===== config.mk =====
export PLATFORM = sky130hd
export DESIGN_NAME = npu_conv_sequencer
export DESIGN_NICKNAME = d
export VERILOG_FILES = /design/src/rtl/npu_conv_sequencer.sv
export SDC_FILE = /design/constraint.sdc
export NUM_CORES = 1
export LEC_CHECK = 0
export CAP_MARGIN = 20
export CORE_MARGIN = 2
export CORE_UTILIZATION = 50
export CTS_BUF_LIST = sky130_fd_sc_hd__clkbuf_2
export DETAILED_ROUTE_END_ITERATION = 7
export GPL_ROUTABILITY_DRIVEN = 0
export GPL_TIMING_DRIVEN = 0
export MAX_ROUTING_LAYER = met4
export PLACE_DENSITY = 0.84
export RECOVER_POWER = 100
export SETUP_SLACK_MARGIN = 0.4
export SKIP_LAST_GASP = 1
export SLEW_MARGIN = 30
export SYNTH_ARGS = -nofsm -noshare
export SYNTH_HDL_FRONTEND = slang
export SYNTH_SLANG_ARGS = --single-unit

===== constraint.sdc =====
create_clock -name clk -period 2.46 [get_ports clk]
set_input_delay 0.246 -clock clk [delete_from_list [all_inputs] [get_ports clk]]
set_output_delay 0.246 -clock clk [all_outputs]
set_load 0.1 [all_outputs]

===== src/rtl/npu_conv_sequencer.sv =====
// Convolution layer sequencer: accepts feature beats, issues them to the MAC core,
// and times accumulator restarts and clipped-output strobes with a tag shift pipeline.
module npu_conv_sequencer #(
  parameter int MAC_OUT_NUM = 18,
  parameter int ARRAY_LAT   = 12,
  parameter int ACC_W       = 8,
  parameter int PIX_W       = 16
) (
  input  logic                   clk,
  input  logic                   rstn,
  input  logic                   start,
  input  logic                   abort,
  input  logic [ACC_W-1:0]       cfg_accum_num,
  input  logic [PIX_W-1:0]       cfg_pix_num,
  input  logic [15:0]            cfg_scale,
  input  logic                   fm_valid,
  output logic                   fm_ready,
  output logic                   mac_data_valid,
  output logic                   mac_weight_valid,
  output logic [ACC_W-1:0]       weight_addr,
  output logic [15:0]            mac_scale,
  output logic [MAC_OUT_NUM-1:0] adder_rst,
  output logic                   out_valid,
  output logic [PIX_W-1:0]       out_pix_idx,
  output logic                   busy,
  output logic                   done,
  output logic                   cfg_err
);

  typedef enum logic [2:0] {
    S_IDLE, S_LOAD, S_RUN, S_DRAIN, S_DONE
  } state_t;

  // One tag per issued beat; it rides alongside the beat through the core latency.
  typedef struct packed {
    logic             first;
    logic             last;
    logic             fin;
    logic [PIX_W-1:0] pix;
  } tag_t;

  localparam int DEPTH   = ARRAY_LAT + 5;
  localparam int RST_TAP = ARRAY_LAT;
  localparam int OUT_TAP = ARRAY_LAT + 4;

  state_t           state, state_nxt;
  logic [ACC_W-1:0] accum_q, acc_cnt;
  logic [PIX_W-1:0] pix_q, pix_cnt;
  logic             hs, issue, cfg_ok, start_ok, beat_last, beat_fin;
  tag_t             beat_tag;
  tag_t             pipe [DEPTH];

  assign fm_ready  = (state == S_RUN);
  assign hs        = fm_valid & fm_ready;
  assign issue     = hs & ~abort;
  assign cfg_ok    = (cfg_accum_num != '0) && (cfg_pix_num != '0);
  assign start_ok  = start & ~abort & (state == S_IDLE) & cfg_ok;
  assign beat_last = (acc_cnt == accum_q - ACC_W'(1));
  assign beat_fin  = beat_last && (pix_cnt == pix_q - PIX_W'(1));

  always_comb begin
    beat_tag       = '0;
    beat_tag.first = (acc_cnt == '0);
    beat_tag.last  = beat_last;
    beat_tag.fin   = beat_fin;
    beat_tag.pix   = pix_cnt;
  end

  // NOTE: next state gets a default before the case so no path leaves it unassigned (no latch).
  always_comb begin
    state_nxt = state;
    case (state)
      S_IDLE:  if (start_ok) state_nxt = S_LOAD;
      S_LOAD:  state_nxt = S_RUN;
      S_RUN:   if (hs && beat_fin) state_nxt = S_DRAIN;
      S_DRAIN: if (pipe[OUT_TAP].fin) state_nxt = S_DONE;
      S_DONE:  state_nxt = S_IDLE;
      default: state_nxt = S_IDLE;
    endcase
    if (abort) state_nxt = S_IDLE;
  end

  always_ff @(posedge clk or negedge rstn) begin
    if (!rstn) begin
      state <= S_IDLE;
    end else begin
      state <= state_nxt;
    end
  end

  always_ff @(posedge clk or negedge rstn) begin
    if (!rstn) begin
      accum_q        <= '0;
      pix_q          <= '0;
      mac_scale      <= '0;
      acc_cnt        <= '0;
      pix_cnt        <= '0;
      mac_data_valid <= 1'b0;
      weight_addr    <= '0;
      cfg_err        <= 1'b0;
    end else begin
      cfg_err <= start & ~abort & (state == S_IDLE) & ~cfg_ok;
      if (start_ok) begin
        accum_q   <= cfg_accum_num;
        pix_q     <= cfg_pix_num;
        mac_scale <= cfg_scale;
      end
      if (abort || state == S_LOAD) begin
        acc_cnt <= '0;
        pix_cnt <= '0;
      end else if (hs) begin
        acc_cnt <= beat_last ? '0 : acc_cnt + ACC_W'(1);
        if (beat_last) pix_cnt <= pix_cnt + PIX_W'(1);
      end
      mac_data_valid <= issue;
      if (issue) weight_addr <= acc_cnt;
    end
  end

  // NOTE: the tag pipeline carries control, not data, so every stage is reset;
  // leaving it unreset would let stale tags fire out_valid after rstn rises.
  always_ff @(posedge clk or negedge rstn) begin
    if (!rstn) begin
      for (int i = 0; i < DEPTH; i++) pipe[i] <= '0;
    end else begin
      pipe[0] <= issue ? beat_tag : '0;
      for (int i = 1; i < DEPTH; i++) pipe[i] <= abort ? '0 : pipe[i-1];
    end
  end

  assign mac_weight_valid = mac_data_valid;
  assign adder_rst        = {MAC_OUT_NUM{pipe[RST_TAP].first}};
  assign out_valid        = pipe[OUT_TAP].last;
  assign out_pix_idx      = out_valid ? pipe[OUT_TAP].pix : '0;
  assign busy             = (state != S_IDLE);
  assign done             = (state == S_DONE);

endmodule


==> results of run 1 <==
## sequential cells by signal, indices dropped and copies added (netlist names)
register        flops
adder_rst           1
mac_scale          16
state               3
pix_q              16
mac_data_valid      1
pix_cnt            16
weight_addr         8
cfg_err             1
pipe              317
acc_cnt             8
accum_q             8
out_valid           1
## metrics by stage
stage          TNS [ns]  power, mW
2_1_floorplan         0      8.483
3_3_place_gp   -5894.86      9.060
3_5_place_dp     -8.371      9.140
4_1_cts        -0.01253      13.40
5_1_grt          -1.093      14.10
6_report        -0.1914      13.52
## where the power goes
group          total (mW)  internal, mW  switching (mW)
registers            6.99          6.72           0.266
logic                2.30         0.755            1.55
clock network        4.23          1.62            2.61
total                13.5          9.10            4.42
## routing by layer
metal	vias up	track usage, %	routed length, um
met1	4582	20.20	10640
met5	-	-	0
li1	4156	-	-
met3	89	4.528	1312
met2	262	35.78	16650
met4	0	7.703	845
## cell type report
class | count | area share, %
multi-input cells | 617 | 24.39
diodes | 1 | 0.01363
flip-flops and latches | 396 | 53.99
plain buffers | 75 | 2.548
clock inverters | 29 | 0.9197
repair buffers | 187 | 11.47
inverters | 13 | 0.3202
well taps | 384 | 2.616
clock buffers | 137 | 3.733
## kinds of logic (layout without fill, tap and decap cells)
kind of cell / Yosys count / count (layout) / share of synthesized area, %
muxes: 49 / 49 / 3.807
and+or+nand+nor: 462 / 462 / 19.35
adders and majority gates: 5 / 5 / 0.4316
other: 0 / 1 / 0
xor gates and xnor gates: 40 / 40 / 2.417
DFF: 396 / 396 / 68.37
buffers and inverters: 88 / 441 / 2.814
AOI/OAI and AO/OA: 61 / 61 / 2.814
## layout by cell type (no fill, tap or decap), types with 18 or more instances in the layout
| cell type | n |
|---|---|
| sky130_fd_sc_hd__clkbuf_1 | 45 |
| sky130_fd_sc_hd__and2_4 | 18 |
| sky130_fd_sc_hd__clkinv_1 | 19 |
| sky130_fd_sc_hd__dfrtp_1 | 391 |
| sky130_fd_sc_hd__nor2b_1 | 305 |
| sky130_fd_sc_hd__clkdlybuf4s50_1 | 41 |
| sky130_fd_sc_hd__clkbuf_2 | 171 |
| sky130_fd_sc_hd__buf_6 | 33 |
| sky130_fd_sc_hd__xnor2_1 | 19 |
| sky130_fd_sc_hd__dlygate4sd3_1 | 45 |
| sky130_fd_sc_hd__buf_12 | 36 |
| sky130_fd_sc_hd__nor2_1 | 24 |
| sky130_fd_sc_hd__xor2_1 | 21 |
| sky130_fd_sc_hd__mux2_2 | 46 |
## worst max-delay path by stage
stage	start	endpoint	slack (ns)	cells after the start
final	accum_q[0]	pix_cnt[11]	-0.04	13
after global routing	accum_q[0]	pix_cnt[4]	-0.13	13
after CTS	accum_q[0]	pix_cnt[10]	-0.01	11
after detailed placement	pix_q[2]	pipe[320]	-0.29	7
after global placement	rstn	pix_cnt[15]	-14.90	1
after floorplan	state[0]	pix_cnt[6]	0.23	10
## repair_timing
action,in CTS,in global routing
setup endpoints to repair,107,122
pin swaps,13,21
buffers inserted,19,10
gates cloned,0,2
hold buffers,44,0
hold endpoints to repair,254,0
resized for setup,506,100
## worst max-delay path, cell delays in order (launching register included)
cell and delay [ns]:
sky130_fd_sc_hd__dfrtp_1 0.38, sky130_fd_sc_hd__clkbuf_8 0.14, sky130_fd_sc_hd__inv_4 0.05, sky130_fd_sc_hd__ha_4 0.18, sky130_fd_sc_hd__buf_6 0.12, sky130_fd_sc_hd__xnor2_1 0.13
sky130_fd_sc_hd__and4b_1 0.24, sky130_fd_sc_hd__a41oi_2 0.07, sky130_fd_sc_hd__a211oi_4 0.30, sky130_fd_sc_hd__buf_6 0.17, sky130_fd_sc_hd__buf_6 0.13, sky130_fd_sc_hd__o2111ai_2 0.13
sky130_fd_sc_hd__xor2_1 0.21, sky130_fd_sc_hd__nor2_1 0.06
==> load_flow_metrics.sql, run 1 <==
INSERT INTO impl_metrics (metric_group, metric, value, unit) VALUES
('place', 'place.detailed.hpwl', '16970', 'um'),
('clocking', 'cts_inserted_buffers', '92', ''),
('synthesis', 'syn_area_per_cell', '13.16', 'um^2'),
('sta', 'hold_viol_final', '0', ''),
('layout', 'layout-area-overhead-vs-synth', '26.71', '%'),
('sta', 'fin_ws', '-0.04467', 'ns'),
('worst_setup_path', 'cp.required', '3.20', 'ns'),
('synthesis', 'synth_most_common_cell', 'sky130_fd_sc_hd__dfrtp_1', ''),
('synthesis', 'yosys.area.top_type', 'sky130_fd_sc_hd__dfrtp_1', ''),
('grt', 'first_pass_grt_wire_length', '46250', 'um'),
('place', 'placement.setup.worst_slack', '-0.2882', 'ns'),
('worst_setup_path', 'cp_data_arrival_time', '3.24', 'ns'),
('drt', 'routed_wire_length_per_instance', '16.01', 'um'),
('worst_setup_path', 'worst_path_maximum_fanout', '6', ''),
('worst_setup_path', 'crit-reg2reg-capture', 'pix_cnt[11]', ''),
('sta', 'setup-violations-final', '7', ''),
('worst_setup_path', 'worst-r2r-setup-slack', '-0.04', 'ns'),
('synthesis', 'synth_commonest_cells', 'sky130_fd_sc_hd__dfrtp_1, sky130_fd_sc_hd__nor2b_1, sky130_fd_sc_hd__mux2_2', ''),
('min_path', 'min_to', 'state[0]', ''),
('synthesis', 'postSynth.topFlopCell', 'sky130_fd_sc_hd__dfrtp_1', ''),
('clocking', 'root_buffer', 'sky130_fd_sc_hd__clkbuf_2', ''),
('drt', 'post-route-drc-count', '0', ''),
('drt', 'via_to_cell_ratio', '4.942', ''),
('layout', 'layout.area.seq', '9916', 'um^2'),
('place', 'placed_cell_area', '16290', 'um^2'),
('clocking', 'numClockSinks', '396', ''),
('synthesis', 'post_synthesis_register_bit_count', '396', ''),
('drt', 'routed_via_count', '9089', ''),
('floorplanning', 'die_area', '30370', 'um^2'),
('grt', 'grt.overflow.total', '0', ''),
('grt', 'via_count_of_the_first_global_routing_pass', '9847', ''),
('floorplanning', 'chipHeight', '174.3', 'um'),
('sta', 'holdWs', '0.05914', 'ns'),
('drt', 'post_detailed_route_count_of_antenna_violating_nets', '0', ''),
('synthesis', 'syn-cell-area', '14490', 'um^2'),
('clocking', 'cts_tree', 'done', ''),
('layout', 'drive_gt1_share', '26.96', '%'),
('run', 'max_cap_viols', '0', ''),
('floorplanning', 'core_area', '28630', 'um^2'),
('clocking', 'clock_path_buffers', '3', ''),
('min_path', 'worstHoldPathType', 'input port to flip-flop', ''),
('layout', 'post_route_cell_area', '18370', 'um^2'),
('layout', 'post-route-util', '64.16', '%'),
('grt', 'gr-usage-all-layers', '19.55', '%'),
('layout', 'multi_input_area', '4479', 'um^2'),
('worst_setup_path', 'rr_worst_depth', '13', ''),
('sta', 'slew_viol_final', '0', ''),
('sta', 'worst_pin_slew', '0.8362', 'ns'),
('run_status', 'outcome', 'finished, violations left', ''),
('place', 'dpl.cell_count', '1597', ''),
('drt', 'routed_wirelength', '29450', 'um'),
('drt', 'drt_pre_antenna_iters', '7', ''),
('synthesis', 'synth.top_cell.area_share', '68.37', '%'),
('clocking', 'cts_max_level', '3', ''),
('synthesis', 'post_synth_num_cell_types', '50', ''),
('drt', 'detail_route.iter0.violations', '501', ''),
('run_status', 'violations', 'negative setup slack', ''),
('sta', 'worst_skew', '0.1186', 'ns'),
('worst_setup_path', 'crit-reg2reg-launch', 'accum_q[0]', ''),
('worst_setup_path', 'critical_path.endpoint_type', 'flip-flop', ''),
('synthesis', 'asyncSetResetFlopFracSynth', '100.0', '%'),
('floorplanning', 'floorplan.initialDensity', '50.63', '%'),
('synthesis', 'ys_seq_area_share', '68.37', '%'),
('sta', 'slew_headroom', '44.26', '%'),
('synthesis', 'yosysWarningCount', '0', ''),
('sta', 'rsz_0062_raised_after_global_routing', 'yes', ''),
('floorplanning', 'num_rows', '62', ''),
('synthesis', 'synth_cells', '1101', ''),
('synthesis', 'synth_fp_nets', '1151', ''),
('worst_setup_path', 'start_kind', 'flip-flop', ''),
('place', 'port-buffer-count', '108', '');
(Power assumes the default switching activity.)
==> run 2: changes to the inputs <==
--- a/config.mk
+++ b/config.mk
@@ -10,7 +10,6 @@
 export CORE_UTILIZATION = 50
 export CTS_BUF_LIST = sky130_fd_sc_hd__clkbuf_2
 export DETAILED_ROUTE_END_ITERATION = 7
-export GPL_ROUTABILITY_DRIVEN = 0
 export GPL_TIMING_DRIVEN = 0
 export MAX_ROUTING_LAYER = met4
 export PLACE_DENSITY = 0.84
==> results of run 2 <==
No change in the layout: final DEF, timing and power equal those of run 1.
==> variant (settings of run 1) <==
Register the input `cfg_pix_num` before use. The logic sees it one clock later. The other inputs are not delayed to match.
--- a/src/rtl/npu_conv_sequencer.sv
+++ b/src/rtl/npu_conv_sequencer.sv
@@ -45,2 +45,8 @@
 
+  logic [PIX_W-1:0] cfg_pix_num_q;
+
+  always_ff @(posedge clk) begin
+    cfg_pix_num_q <= cfg_pix_num;
+  end
+
   state_t           state, state_nxt;
@@ -55,3 +61,3 @@
   assign issue     = hs & ~abort;
-  assign cfg_ok    = (cfg_accum_num != '0) && (cfg_pix_num != '0);
+  assign cfg_ok    = (cfg_accum_num != '0) && (cfg_pix_num_q != '0);
   assign start_ok  = start & ~abort & (state == S_IDLE) & cfg_ok;
@@ -104,3 +110,3 @@
         accum_q   <= cfg_accum_num;
-        pix_q     <= cfg_pix_num;
+        pix_q     <= cfg_pix_num_q;
         mac_scale <= cfg_scale;
Behaviour: not the same (a bounded check fails within 4 cycles, from zero or initial values and one cycle with rstn low).
==> variant against run 1 <==
- the flow still finishes with violations (setup timing)
- count of clock-buffer cells in the layout is 3 higher
- power is 3.1% higher
- first-iteration DRC count is 10% higher
- routed wire length is 9.0% higher
- sequential cell count is 16 higher
- setup slack worse by 190 ps
- synthesized area is 3.0% higher
- cell area is 4.7% higher
- synthesized cell count is 3.4% higher
- sequential share of layout area is 0.73 points lower
- critical endpoint is now pix_cnt[10]$_DFFE_PN0P_
- highest routed layer unchanged
==> variant: results (changes against run 1) <==
first_iter_violations: 551  # was 501
maxSlewHeadroom_pct: 38.9  # was 44.3%
dpl.cell_count: 1640  # was 1597
post_cts_buffers: 31  # was 19
setup_violations: 18  # was 7
holdWs_ps: 178  # was 59.1 ps
status: "complete, but fails checks"  # unchanged
cts_made_buffers: 97  # was 92
antenna_found_initial: 1  # was 2
grt_pass1_vias: 10200  # was 9847
ys_seq_area_share_pct: 68.5  # was 68.4%
syn_avg_cell_area_sq_um: 13.1  # was 13.2 sq um
synthAdderAreaFrac_pct: 0.419  # was 0.432%
synth_compound_area_share_pct: 2.74  # was 2.81%
ir_drop_mv: 0.518  # was 0.550 mV
use_met3_pct: 4.12  # was 4.53%
grtUsageMet1_pct: 20.7  # was 20.2%
hpwl_mm: 17.2  # was 17.0 mm
num_vias: 9709  # was 9089
num-nets-final: 1487  # was 1432
synth_mux_area_share_pct: 3.69  # was 3.81%
hold_end: "pipe[312]$_DFF_PN0_"  # was state[0]$_DFFE_PN0P_
fin_ws_ps: -234  # was -44.7 ps
leakage_nw: 9.20  # was 8.91 nW
cts_resized: 538  # was 506
violations: "setup timing"  # unchanged
grt_use_total_pct: 19.7  # was 19.5%
clkTransAtPathRegs_ps: 110  # was 160 ps
## variant: through the flow
step           util (%)  total power (W)
2_1_floorplan         -          0.00863
3_3_place_gp       56.3          0.00918
3_5_place_dp       56.7          0.00925
4_1_cts            63.6           0.0137
5_1_grt            65.2           0.0146
6_report           65.2           0.0139
## variant: power groups by stage
stage / Sequential [W] / Combinational, W / Clock [W]
after floorplan: 0.00786 / 0.000775 / 0
after global placement: 0.00734 / 0.00184 / 0
after detailed placement: 0.00734 / 0.00191 / 0
after CTS: 0.00720 / 0.00210 / 0.00443
after global routing: 0.00725 / 0.00245 / 0.00489
final: 0.00723 / 0.00233 / 0.00438
## variant: cell type report
class                      instances  area [sq um]
fill                            1930         10300
clock buffer                     140           701
tap                              390           488
sequential                       412         10200
buffer                            79           533
inverter                          12          47.5
timing repair buffer             200          2330
antenna                            1          2.50
multi-input combinational        635          4680
clock inverter                    35           199
